File: src/rtl/ads_frame_reader_pkg.sv
`default_nettype none
// ============================================================================
//  Package   : boreal_adc_pkg
//  Purpose   : Shared constants and state encoding for the ADS frame reader.
//  Revision  : 1.0  initial release
// ============================================================================
package boreal_adc_pkg;

    // A frame is one status word followed by eight channel words.
    localparam int         FRAME_BITS = 216;
    localparam int         WORD_BITS  = 24;
    // Upper nibble every well-formed status word carries.
    localparam logic [3:0] STATUS_HDR = 4'hC;

    typedef enum logic [1:0] {
        IDLE     = 2'd0,
        CS_SETUP = 2'd1,
        SHIFT    = 2'd2,
        CS_HOLD  = 2'd3
    } state_t;

endpackage
`default_nettype wire

File: src/rtl/ads_frame_reader_if.sv
`default_nettype none
// ============================================================================
//  Interface : ads_frame_reader_if
//  Purpose   : SPI pins, DRDY/enable inputs and the per-channel sample bus of
//              the ADS frame reader.
//  Revision  : 1.0  initial release
// ============================================================================
interface ads_frame_reader_if;
    import boreal_adc_pkg::*;

    logic                 enable;
    logic                 drdy_n;
    logic                 spi_miso;
    logic                 spi_sclk;
    logic                 spi_cs_n;
    logic [WORD_BITS-1:0] raw_adc_in;
    logic [2:0]           adc_channel_sel;
    logic                 adc_data_ready;
    logic [WORD_BITS-1:0] status_word;
    logic                 frame_done;
    logic                 frame_error;
    logic                 overrun;

    // Reader side: drives the SPI clock/select and the sample outputs.
    modport master (
        input  enable, drdy_n, spi_miso,
        output spi_sclk, spi_cs_n, raw_adc_in, adc_channel_sel,
               adc_data_ready, status_word, frame_done, frame_error, overrun
    );

    // ADC / consumer side.
    modport slave (
        output enable, drdy_n, spi_miso,
        input  spi_sclk, spi_cs_n, raw_adc_in, adc_channel_sel,
               adc_data_ready, status_word, frame_done, frame_error, overrun
    );
endinterface
`default_nettype wire

File: src/rtl/ads_frame_reader_sync.sv
`default_nettype none
// ============================================================================
//  Module    : sync_2ff
//  Purpose   : Generic two-flop synchronizer for a single asynchronous input.
//  Revision  : 1.0  initial release
// ============================================================================
module sync_2ff #(
    parameter logic RESET_VAL = 1'b0
) (
    input  wire clk,
    input  wire rst_n,
    input  wire i_d,
    output wire o_q
);
    logic r_meta;
    logic r_sync;

    // Two back-to-back flops resolve metastability of the async input.
    always_ff @(posedge clk or negedge rst_n) begin
        if (!rst_n) begin
            r_meta <= RESET_VAL;
            r_sync <= RESET_VAL;
        end else begin
            r_meta <= i_d;
            r_sync <= r_meta;
        end
    end

    assign o_q = r_sync;
endmodule
`default_nettype wire

File: src/rtl/ads_frame_reader.sv
`default_nettype none
// ============================================================================
//  Module    : ads_frame_reader
//  Purpose   : SPI master that reads one ADS1299-style frame per DRDY event
//              and presents the eight channel samples one at a time.
//  Revision  : 1.0  initial release
// ============================================================================
module ads_frame_reader
    import boreal_adc_pkg::*;
#(
    parameter int CLK_DIV = 4,
    parameter int NUM_CH  = 8
) (
    input  wire               clk,
    input  wire               rst_n,
    ads_frame_reader_if.master bus
);
    localparam int         c_FRAME_LEN = WORD_BITS * (NUM_CH + 1);
    localparam logic [7:0] c_DIV_MAX   = 8'(CLK_DIV - 1);
    localparam logic [7:0] c_LAST_BIT  = 8'(c_FRAME_LEN - 1);
    localparam logic [4:0] c_WORD_LAST = 5'(WORD_BITS - 1);

    state_t                r_state;
    state_t                w_state_next;
    logic                  w_drdy_sync;
    logic                  r_drdy_d;
    logic                  w_drdy_fall;
    logic [7:0]            r_div;
    logic                  w_div_end;
    logic                  r_sclk;
    logic                  w_sample;
    logic [7:0]            r_bit_cnt;
    logic                  r_last;
    logic [4:0]            r_wbit;
    logic [3:0]            r_word;
    logic [WORD_BITS-1:0]  r_shreg;
    logic [WORD_BITS-1:0]  w_word;
    logic                  w_word_end;
    logic [WORD_BITS-1:0]  r_raw;
    logic [2:0]            r_sel;
    logic                  r_ready;
    logic [WORD_BITS-1:0]  r_status;
    logic                  r_done;
    logic                  r_err;
    logic                  r_ovr;

    sync_2ff #(.RESET_VAL(1'b1)) u_drdy_sync (
        .clk   (clk),
        .rst_n (rst_n),
        .i_d   (bus.drdy_n),
        .o_q   (w_drdy_sync)
    );

    // Delayed copy of synchronized DRDY for falling-edge detection.
    always_ff @(posedge clk or negedge rst_n) begin
        if (!rst_n) r_drdy_d <= 1'b1;
        else        r_drdy_d <= w_drdy_sync;
    end

    assign w_drdy_fall = r_drdy_d & ~w_drdy_sync;
    assign w_div_end   = (r_div == c_DIV_MAX);
    assign w_word      = {r_shreg[WORD_BITS-2:0], bus.spi_miso};
    assign w_word_end  = w_sample && (r_wbit == c_WORD_LAST);

    // Frame sequencer state register.
    always_ff @(posedge clk or negedge rst_n) begin
        if (!rst_n) r_state <= IDLE;
        else        r_state <= w_state_next;
    end

    // Next state; a sample strobe is the SCLK high-to-low edge inside SHIFT.
    // SHIFT ends after the low half of the final pulse, not at its sample.
    always_comb begin
        w_state_next = r_state;
        w_sample     = 1'b0;
        case (r_state)
            IDLE:     if (w_drdy_fall && bus.enable) w_state_next = CS_SETUP;
            CS_SETUP: if (w_div_end) w_state_next = SHIFT;
            SHIFT: begin
                w_sample = w_div_end & r_sclk;
                if (w_div_end && !r_sclk && r_last) w_state_next = CS_HOLD;
            end
            CS_HOLD:  if (w_div_end) w_state_next = IDLE;
            default:  w_state_next = IDLE;
        endcase
    end

    // SCLK half-period divider and SCLK generation (CPOL=0).
    always_ff @(posedge clk or negedge rst_n) begin
        if (!rst_n) begin
            r_div  <= 8'd0;
            r_sclk <= 1'b0;
        end else begin
            if (r_state == IDLE || w_div_end) r_div <= 8'd0;
            else                              r_div <= r_div + 8'd1;
            case (r_state)
                CS_SETUP: r_sclk <= w_div_end;
                SHIFT:    if (w_div_end) r_sclk <= ~r_sclk & ~r_last;
                default:  r_sclk <= 1'b0;
            endcase
        end
    end

    // Bit/word position tracking and MSB-first shift register.
    always_ff @(posedge clk or negedge rst_n) begin
        if (!rst_n) begin
            r_bit_cnt <= 8'd0;
            r_last    <= 1'b0;
            r_wbit    <= 5'd0;
            r_word    <= 4'd0;
            r_shreg   <= '0;
        end else if (r_state == IDLE) begin
            r_bit_cnt <= 8'd0;
            r_last    <= 1'b0;
            r_wbit    <= 5'd0;
            r_word    <= 4'd0;
            r_shreg   <= '0;
        end else if (w_sample) begin
            r_shreg <= w_word;
            if (r_bit_cnt == c_LAST_BIT) r_last    <= 1'b1;
            else                         r_bit_cnt <= r_bit_cnt + 8'd1;
            if (r_wbit == c_WORD_LAST) begin
                r_wbit <= 5'd0;
                r_word <= r_word + 4'd1;
            end else begin
                r_wbit <= r_wbit + 5'd1;
            end
        end
    end

    // Word 0 is the status word; words 1..8 are emitted as channels 0..7.
    always_ff @(posedge clk or negedge rst_n) begin
        if (!rst_n) begin
            r_raw    <= '0;
            r_sel    <= 3'd0;
            r_ready  <= 1'b0;
            r_status <= '0;
            r_done   <= 1'b0;
            r_err    <= 1'b0;
            r_ovr    <= 1'b0;
        end else begin
            r_ready <= w_word_end && (r_word != 4'd0);
            if (w_word_end) begin
                if (r_word == 4'd0) begin
                    r_status <= w_word;
                end else begin
                    r_raw <= w_word;
                    r_sel <= 3'(r_word - 4'd1);
                end
            end
            r_done <= (r_state == CS_HOLD) && w_div_end;
            r_err  <= (r_state == CS_HOLD) && w_div_end &&
                      (r_status[WORD_BITS-1:WORD_BITS-4] != STATUS_HDR);
            r_ovr  <= w_drdy_fall && (r_state != IDLE);
        end
    end

    assign bus.spi_sclk        = r_sclk;
    assign bus.spi_cs_n        = (r_state == IDLE);
    assign bus.raw_adc_in      = r_raw;
    assign bus.adc_channel_sel = r_sel;
    assign bus.adc_data_ready  = r_ready;
    assign bus.status_word     = r_status;
    assign bus.frame_done      = r_done;
    assign bus.frame_error     = r_err;
    assign bus.overrun         = r_ovr;
endmodule
`default_nettype wire

File: src/flat_wrapper.sv
// flat-port wrapper written by rule: the top's interface ports become plain ports
module ads_frame_reader_flat import boreal_adc_pkg::*;
#(
    parameter int CLK_DIV = 4,
    parameter int NUM_CH  = 8
)
  (clk, rst_n, bus_enable, bus_drdy_n, bus_spi_miso, bus_spi_sclk, bus_spi_cs_n, bus_raw_adc_in, bus_adc_channel_sel, bus_adc_data_ready, bus_status_word, bus_frame_done, bus_frame_error, bus_overrun);
  ads_frame_reader_if bus_i ();
  input  wire clk;
  input  wire rst_n;
  input wire logic [$bits(bus_i.enable)-1:0] bus_enable;
  input wire logic [$bits(bus_i.drdy_n)-1:0] bus_drdy_n;
  input wire logic [$bits(bus_i.spi_miso)-1:0] bus_spi_miso;
  output wire logic [$bits(bus_i.spi_sclk)-1:0] bus_spi_sclk;
  output wire logic [$bits(bus_i.spi_cs_n)-1:0] bus_spi_cs_n;
  output wire logic [$bits(bus_i.raw_adc_in)-1:0] bus_raw_adc_in;
  output wire logic [$bits(bus_i.adc_channel_sel)-1:0] bus_adc_channel_sel;
  output wire logic [$bits(bus_i.adc_data_ready)-1:0] bus_adc_data_ready;
  output wire logic [$bits(bus_i.status_word)-1:0] bus_status_word;
  output wire logic [$bits(bus_i.frame_done)-1:0] bus_frame_done;
  output wire logic [$bits(bus_i.frame_error)-1:0] bus_frame_error;
  output wire logic [$bits(bus_i.overrun)-1:0] bus_overrun;
  assign bus_i.enable = bus_enable;
  assign bus_i.drdy_n = bus_drdy_n;
  assign bus_i.spi_miso = bus_spi_miso;
  assign bus_spi_sclk = bus_i.spi_sclk;
  assign bus_spi_cs_n = bus_i.spi_cs_n;
  assign bus_raw_adc_in = bus_i.raw_adc_in;
  assign bus_adc_channel_sel = bus_i.adc_channel_sel;
  assign bus_adc_data_ready = bus_i.adc_data_ready;
  assign bus_status_word = bus_i.status_word;
  assign bus_frame_done = bus_i.frame_done;
  assign bus_frame_error = bus_i.frame_error;
  assign bus_overrun = bus_i.overrun;
  ads_frame_reader #(.CLK_DIV(CLK_DIV), .NUM_CH(NUM_CH)) u_core (.clk(clk), .rst_n(rst_n), .bus(bus_i));
endmodule
File: config.mk
export PLATFORM = sky130hd
export DESIGN_NAME = ads_frame_reader_flat
export DESIGN_NICKNAME = d
export VERILOG_FILES = /design/src/rtl/ads_frame_reader_pkg.sv /design/src/rtl/ads_frame_reader_if.sv /design/src/rtl/ads_frame_reader_sync.sv /design/src/rtl/ads_frame_reader.sv /design/src/flat_wrapper.sv
export SDC_FILE = /design/constraint.sdc
export NUM_CORES = 1
export LEC_CHECK = 0
export ABC_CLOCK_PERIOD_IN_PS = 5500
export BUFFER_PORTS_ARGS = -buffer_cell sky130_fd_sc_hd__buf_4
export CAP_MARGIN = 0
export CORE_MARGIN = 3
export CORE_UTILIZATION = 57
export DETAILED_ROUTE_END_ITERATION = 8
export PLACE_DENSITY_LB_ADDON = 0.2
export SLEW_MARGIN = 25
export SYNTH_ARGS = -nofsm -noshare
export SYNTH_HDL_FRONTEND = slang
export SYNTH_SLANG_ARGS = --single-unit
File: constraint.sdc
create_clock -name clk -period 5.5 [get_ports clk]
set_clock_uncertainty 0.05 [all_clocks]
set_input_delay 0.55 -clock clk [delete_from_list [all_inputs] [get_ports clk]]
set_output_delay 0.55 -clock clk [all_outputs]
set_load 0.02 [all_outputs]
* Word level (Yosys, flattened, before mapping) *
Index checks and enable logic that the tools add are counted.

word-level totals
  flip-flop bits (word level) = 110
  memory bits (read-only) = 0
  memory bits (writable) = 0
  bits in latches = 0
  output and inout port bits = 57
  memories kept = 0

cells by class
  equality and inequality tests = 13
  divide/modulo/power cells = 0
  $lt $le $gt $ge = 0
  shifts and indexed selects = 0
  $add $sub $neg = 5
  multiplexer cells = 23
  bitwise logic cells = 7
  multiply operators = 0
  reductions and logical operators = 23

operators with widths
  cell                                                 count
  two-way mux 23 bit                                   2
  two-way mux 8 bit                                    4
  adder 8 x 1 -> 8 bit, second input constant          2
  two-way mux 5 bit                                    3
  two-way mux 4 bit                                    3
  != test 2 x 1 -> 1 bit, second input constant        5
  AND reduction 2 bit                                  5
  equality test 8 x 2 -> 1 bit, second input constant  1
  equality test 8 bit, second input constant           1
  logical AND 1 bit                                    8
  two-way mux 2 bit                                    4
  case mux 2 bit (4 select lines)                      1
  nonzero test 2 bit                                   4
  adder 5 x 1 -> 5 bit, second input constant          1
  equality test 5 bit, second input constant           1
  two-way mux 1 bit                                    5
  adder 4 x 1 -> 4 bit, second input constant          1
  equality test 2 bit, second input constant           2
  zero test 4 bit                                      1
  != test 4 bit, second input constant                 1
  NOT 1 bit                                            4
  AND reduction 4 bit                                  1
  nonzero test 4 bit                                   1
  bitwise AND 1 bit                                    3
  7 further kinds                                      7

* Depth between registers and ports, before layout *
  depth in word-level cells = 5
  depth in mapped cells = 10
  depth with buffers taken out = 6

* Hierarchy *
A second synthesis with hierarchy kept.

second synthesis, totals
  cells, all modules = 387
  area, all modules = 4690.7 sq um

modules (own cells, without submodules)
  module            area an instance (sq um)  instances  cells each  seq. area each (sq um)
  ads_frame_reader  4638.2                    1          385         2703.8
  sync_2ff          52.6                      1          2           52.6

* Worst setup path after synthesis *
OpenSTA, ideal clock, no wires.

  path type = flip-flop to flip-flop
  start point = register u_core.r_state[0]
  end point = register u_core.r_raw[10] (netlist: u_core.bus.raw_adc_in[10])
  arrival time = 2.021 ns
  period minus slack after synthesis = 2.197 ns
  setup time = 0.125 ns
  data required time = 5.325 ns
  setup slack = 3.303 ns
  stages on the path, launching flop included = 11
  path buffers = 4
  cells stage by stage = dfrtp_1 > inv_1 > ha_1 > and2_0 > clkbuf_1 > and4_1 > buf_4 > and2b_1 > buf_6 > buf_12 > mux2_4

between the ends
  longest elaborated chain between the ends = 4

RTL lines
  what                           line                     RTL
  from (decl)                    ads_frame_reader.sv:23   state_t r_state;
  from (signal assigned)         ads_frame_reader.sv:68   else r_state <= w_state_next;
  equality test 2 bit            ads_frame_reader.sv:76   case (r_state)
  two-way mux 1 bit              ads_frame_reader.sv:76
  logical AND 1 bit              ads_frame_reader.sv:63   assign w_word_end = w_sample && (r_wbit == c_WORD_LAST);
  AND reduction 2 bit (no line)  n/a
  to (signal assigned)           ads_frame_reader.sv:147  r_raw <= w_word;
  to (decl)                      ads_frame_reader.sv:39   logic [WORD_BITS-1:0] r_raw;

No other way between the ends.
A chain may end at the register's enable or synchronous reset.

* Worst setup path after layout *
  start point = register u_core.r_div[0]
  end point = register u_core.r_bit_cnt[3]

between the ends
  longest elaborated chain between the ends = 5

RTL lines
  what                           line                     RTL
  from (decl)                    ads_frame_reader.sv:28   logic [7:0] r_div;
  from (signal assigned)         ads_frame_reader.sv:95   else r_div <= r_div + 8'd1;
  equality test 8 x 2 -> 1 bit   ads_frame_reader.sv:61   assign w_div_end = (r_div == c_DIV_MAX);
  bitwise AND 1 bit              ads_frame_reader.sv:80   w_sample = w_div_end & r_sclk;
  two-way mux 1 bit              ads_frame_reader.sv:76
  nonzero test 2 bit (no line)   n/a
  AND reduction 2 bit (no line)  n/a
  to (signal assigned)           ads_frame_reader.sv:121  else r_bit_cnt <= r_bit_cnt + 8'd1;
  to (decl)                      ads_frame_reader.sv:32   logic [7:0] r_bit_cnt;

No other way between the ends.

==> flow_summary.json <==
{
  "rsz0062_at_grt": "false",
  "core.rowCount": 32,
  "io_pins": 62,
  "globalplace.congestion": 0.832,
  "synthTopCellsByCount": "dfrtp_1, nand2_1, a21oi_1",
  "cts.repair.resized": 0,
  "endpoint_kind": "flip-flop",
  "syn-num-nets": 402,
  "p_per_area_nw_per_um2": 296,
  "drt.antenna.violating_nets": 0,
  "synth-main-ff-cell": "dfrtp_1",
  "syn_area_um2": 4730,
  "syn_inst": 388,
  "core_area_um2": 7890,
  "ys_types": 48,
  "hpwl_um": 5680,
  "required_ns": 5.72,
  "async_reset_ff_share_pct": 100,
  "crit_type": "reg2reg",
  "timing.fmax_ghz": 0.368,
  "power.total_mw": 1.60,
  "synth_most_common_cell": "dfrtp_1",
  "drtIter0Drc": 153,
  "cts_buffers": 9,
  "regArea_um2": 2760,
  "yosysSeqAreaShare_pct": 58.3,
  "portBuffers": 61,
  "status": "finished, final reports clean",
  "leakage_nw": 2.60,
  "synth_top_cell_by_area": "dfrtp_1",
  "hp-class": "in2async",
  "dr.pass1.iters": 4,
  "first_global_vias": 3175,
  "critical_path_arrival_ns": 2.94,
  "grt_usage_pct": 19.5,
  "multi_input_area_um2": 1810,
  "min_period_ns": 2.72,
  "die_w_um": 97.1,
  "wirelength_um": 8730,
  "cts.htree.levels": 3,
  "synthDominantCellAreaShare_pct": 56.7,
  "holdBufCountCts": 0,
  "crit_path_start_kind": "flip-flop",
  "cts_setup_buffers": 0,
  "ys_top_cells_by_area": "dfrtp_1, mux2_2, mux2_4, nand2_1, a21oi_1",
  "fin_tns_setup_ns": 0,
  "worst_pin_slew_ns": 1.01,
  "cts.sinks": 110,
  "irDropWorstVdd_uv": 357,
  "drc": 0,
  "fillCellCount": 578,
  "fin_crit_sh_pct": 49.4,
  "yosysWarnings": 0,
  "grt_pass1_wl_um": 15200,
  "syn_area_per_cell_um2": 12.2,
  "dieArea_um2": 9420,
  "antenna_found_initial": 0,
  "ys_ff_latch": 110,
  "nets": 458,
  "cp_max_fo": 35,
  "setup_viol": 0,
  "vias": 3120,
  "grt_max_degree": 82,
  "die_y_um": 97.1,
  "tritoncts": "yes",
  "max_cap_viol_count": 0,
  "relSlewSlack_pct": 32.5,
  "slew_viol_final": 0,
  "clk-insertion-delay-late_ns": 0.36,
  "drive_gt1_share_pct": 31.4,
  "cts_root_buffer": "clkbuf_8",
  "via_per_inst": 5.66,
  "cts.path.max_buffers": 2,
  "antenna_cells": 0,
  "area_delta_synth_final_pct": 14.5,
  "cts.reportedPaths.clkPinSlew_ns": 0.10,
  "overflow": 0,
  "initial_core_util_pct": 59.9,
  "synth_edf_count": 0,
  "hold_viol_final": 0,
  "wire_per_inst_um": 15.8
}
state kept, by name, summed over array words and instances (netlist names), 2 cells and up:
signal,flops
u_core.bus.raw_adc_in,24
u_core.bus.status_word,24
u_core.r_shreg,23
u_core.r_bit_cnt,8
u_core.r_div,8
u_core.r_wbit,5
u_core.r_word,4
u_core.bus.adc_channel_sel,3
u_core.r_state,2
cell families (layout without fill, tap and decap cells):
kind of cell	after synthesis	count (layout)	share of synthesized area, %
and+or+nand+nor	128	128	13.9
AOI/OAI and AO/OA	55	55	6.43
adders and majority gates	9	9	2.38
muxes	52	52	13.8
DFF	110	110	58.3
xor gates and xnor gates	8	8	1.48
buffers and inverters	26	87	3.63
path summary, 6_finish.rpt:
check | start | to | slack (ns) | depth (start not counted)
setup reg to reg | u_core.r_div[0]$_DFF_PN0_ | u_core.r_bit_cnt[3]$_DFFE_PN0P_ | 2.78 | 5
setup / recovery | u_core.r_div[0]$_DFF_PN0_ | u_core.r_bit_cnt[3]$_DFFE_PN0P_ | 2.78 | 5
hold / removal | rst_n | u_core.bus.status_word[14]$_DFFE_PN0P_ | 0.05 | 1
hold reg to reg | u_core.u_drdy_sync.r_meta$_DFF_PN1_ | u_core.u_drdy_sync.o_q$_DFF_PN1_ | 0.31 | 0
max in group asynchronous | rst_n | u_core.r_state[0]$_DFFE_PN0P_ | 4.34 | 2
min in group clk | bus_drdy_n | u_core.u_drdy_sync.r_meta$_DFF_PN1_ | 0.24 | 1
worst max-delay path, cell delays in order, from the launching register on:
cell     delay, ns
dfrtp_1       0.41
ha_1          0.25
nor3b_2       0.42
nand3_2       0.66
or4_1         0.70
a21oi_1       0.15
layer usage:
layer | share of wire, % | wire (µm) | vias up | track usage [%]
met5 | 0 | 0 | - | 0
met3 | 4.1 | 357 | 12 | 3.16
met1 | 46 | 4000 | 1580 | 26.9
li1 | - | - | 1467 | -
met4 | 1.5 | 133 | 0 | 7.24
met2 | 49 | 4240 | 61 | 31.4
stage by stage:
stage / setup slack [ns] / instances / cell area [µm²] / util [%] / hold WS, ns
after floorplan: 3.30 / 388 / 4730 / - / 0.204
after global placement: 2.88 / 535 / 5190 / 65.8 / 0.299
after detailed placement: 2.78 / 535 / 5200 / 65.9 / 0.298
after CTS: 2.77 / 551 / 5410 / 68.6 / 0.0561
after global routing: 2.56 / 551 / 5410 / 68.6 / 0.0649
final: 2.78 / 551 / 5410 / 68.6 / 0.0515
area by class of cell:
cell class	count	area share, %
Sequential cell	110	50.9
Multi-Input combinational cell	252	33.5
Timing Repair Buffer	63	8.81
Clock buffer	11	2.61
Tap cell	102	2.36
Clock inverter	5	1.25
Inverter	8	0.555
power by group:
group / switching [mW] / leakage [nW] / total [mW] / internal (mW)
Sequential: 0.0251 / 1.52 / 0.860 / 0.835
Combinational: 0.159 / 0.977 / 0.238 / 0.0790
Clock: 0.274 / 0.106 / 0.504 / 0.229
Total: 0.458 / 2.60 / 1.60 / 1.14
cell usage in the layout (no fill, tap or decap), types with 2 or more instances in the layout:
cell type | Yosys | layout
inv_1 | 8 | 8
nor2_1 | 15 | 15
nor3b_1 | 3 | 3
o31ai_1 | 4 | 4
mux2_4 | 19 | 19
mux2_2 | 31 | 31
nand3_1 | 11 | 11
and3_1 | 4 | 4
xnor2_1 | 2 | 2
nor3_1 | 3 | 3
buf_4 | 1 | 62
nand3b_1 | 2 | 2
nand4_1 | 4 | 4
xor2_1 | 6 | 6
ha_1 | 9 | 8
clkinv_4 | 0 | 3
or3_1 | 5 | 5
dfstp_2 | 3 | 3
a21oi_1 | 39 | 39
nor4_1 | 2 | 2
nand2_1 | 59 | 59
clkbuf_8 | 0 | 10
dfrtp_1 | 107 | 107
o21ai_0 | 7 | 7
or4_1 | 5 | 5
mux2i_1 | 2 | 2
Note: power is estimated with default switching activity, not from simulation.
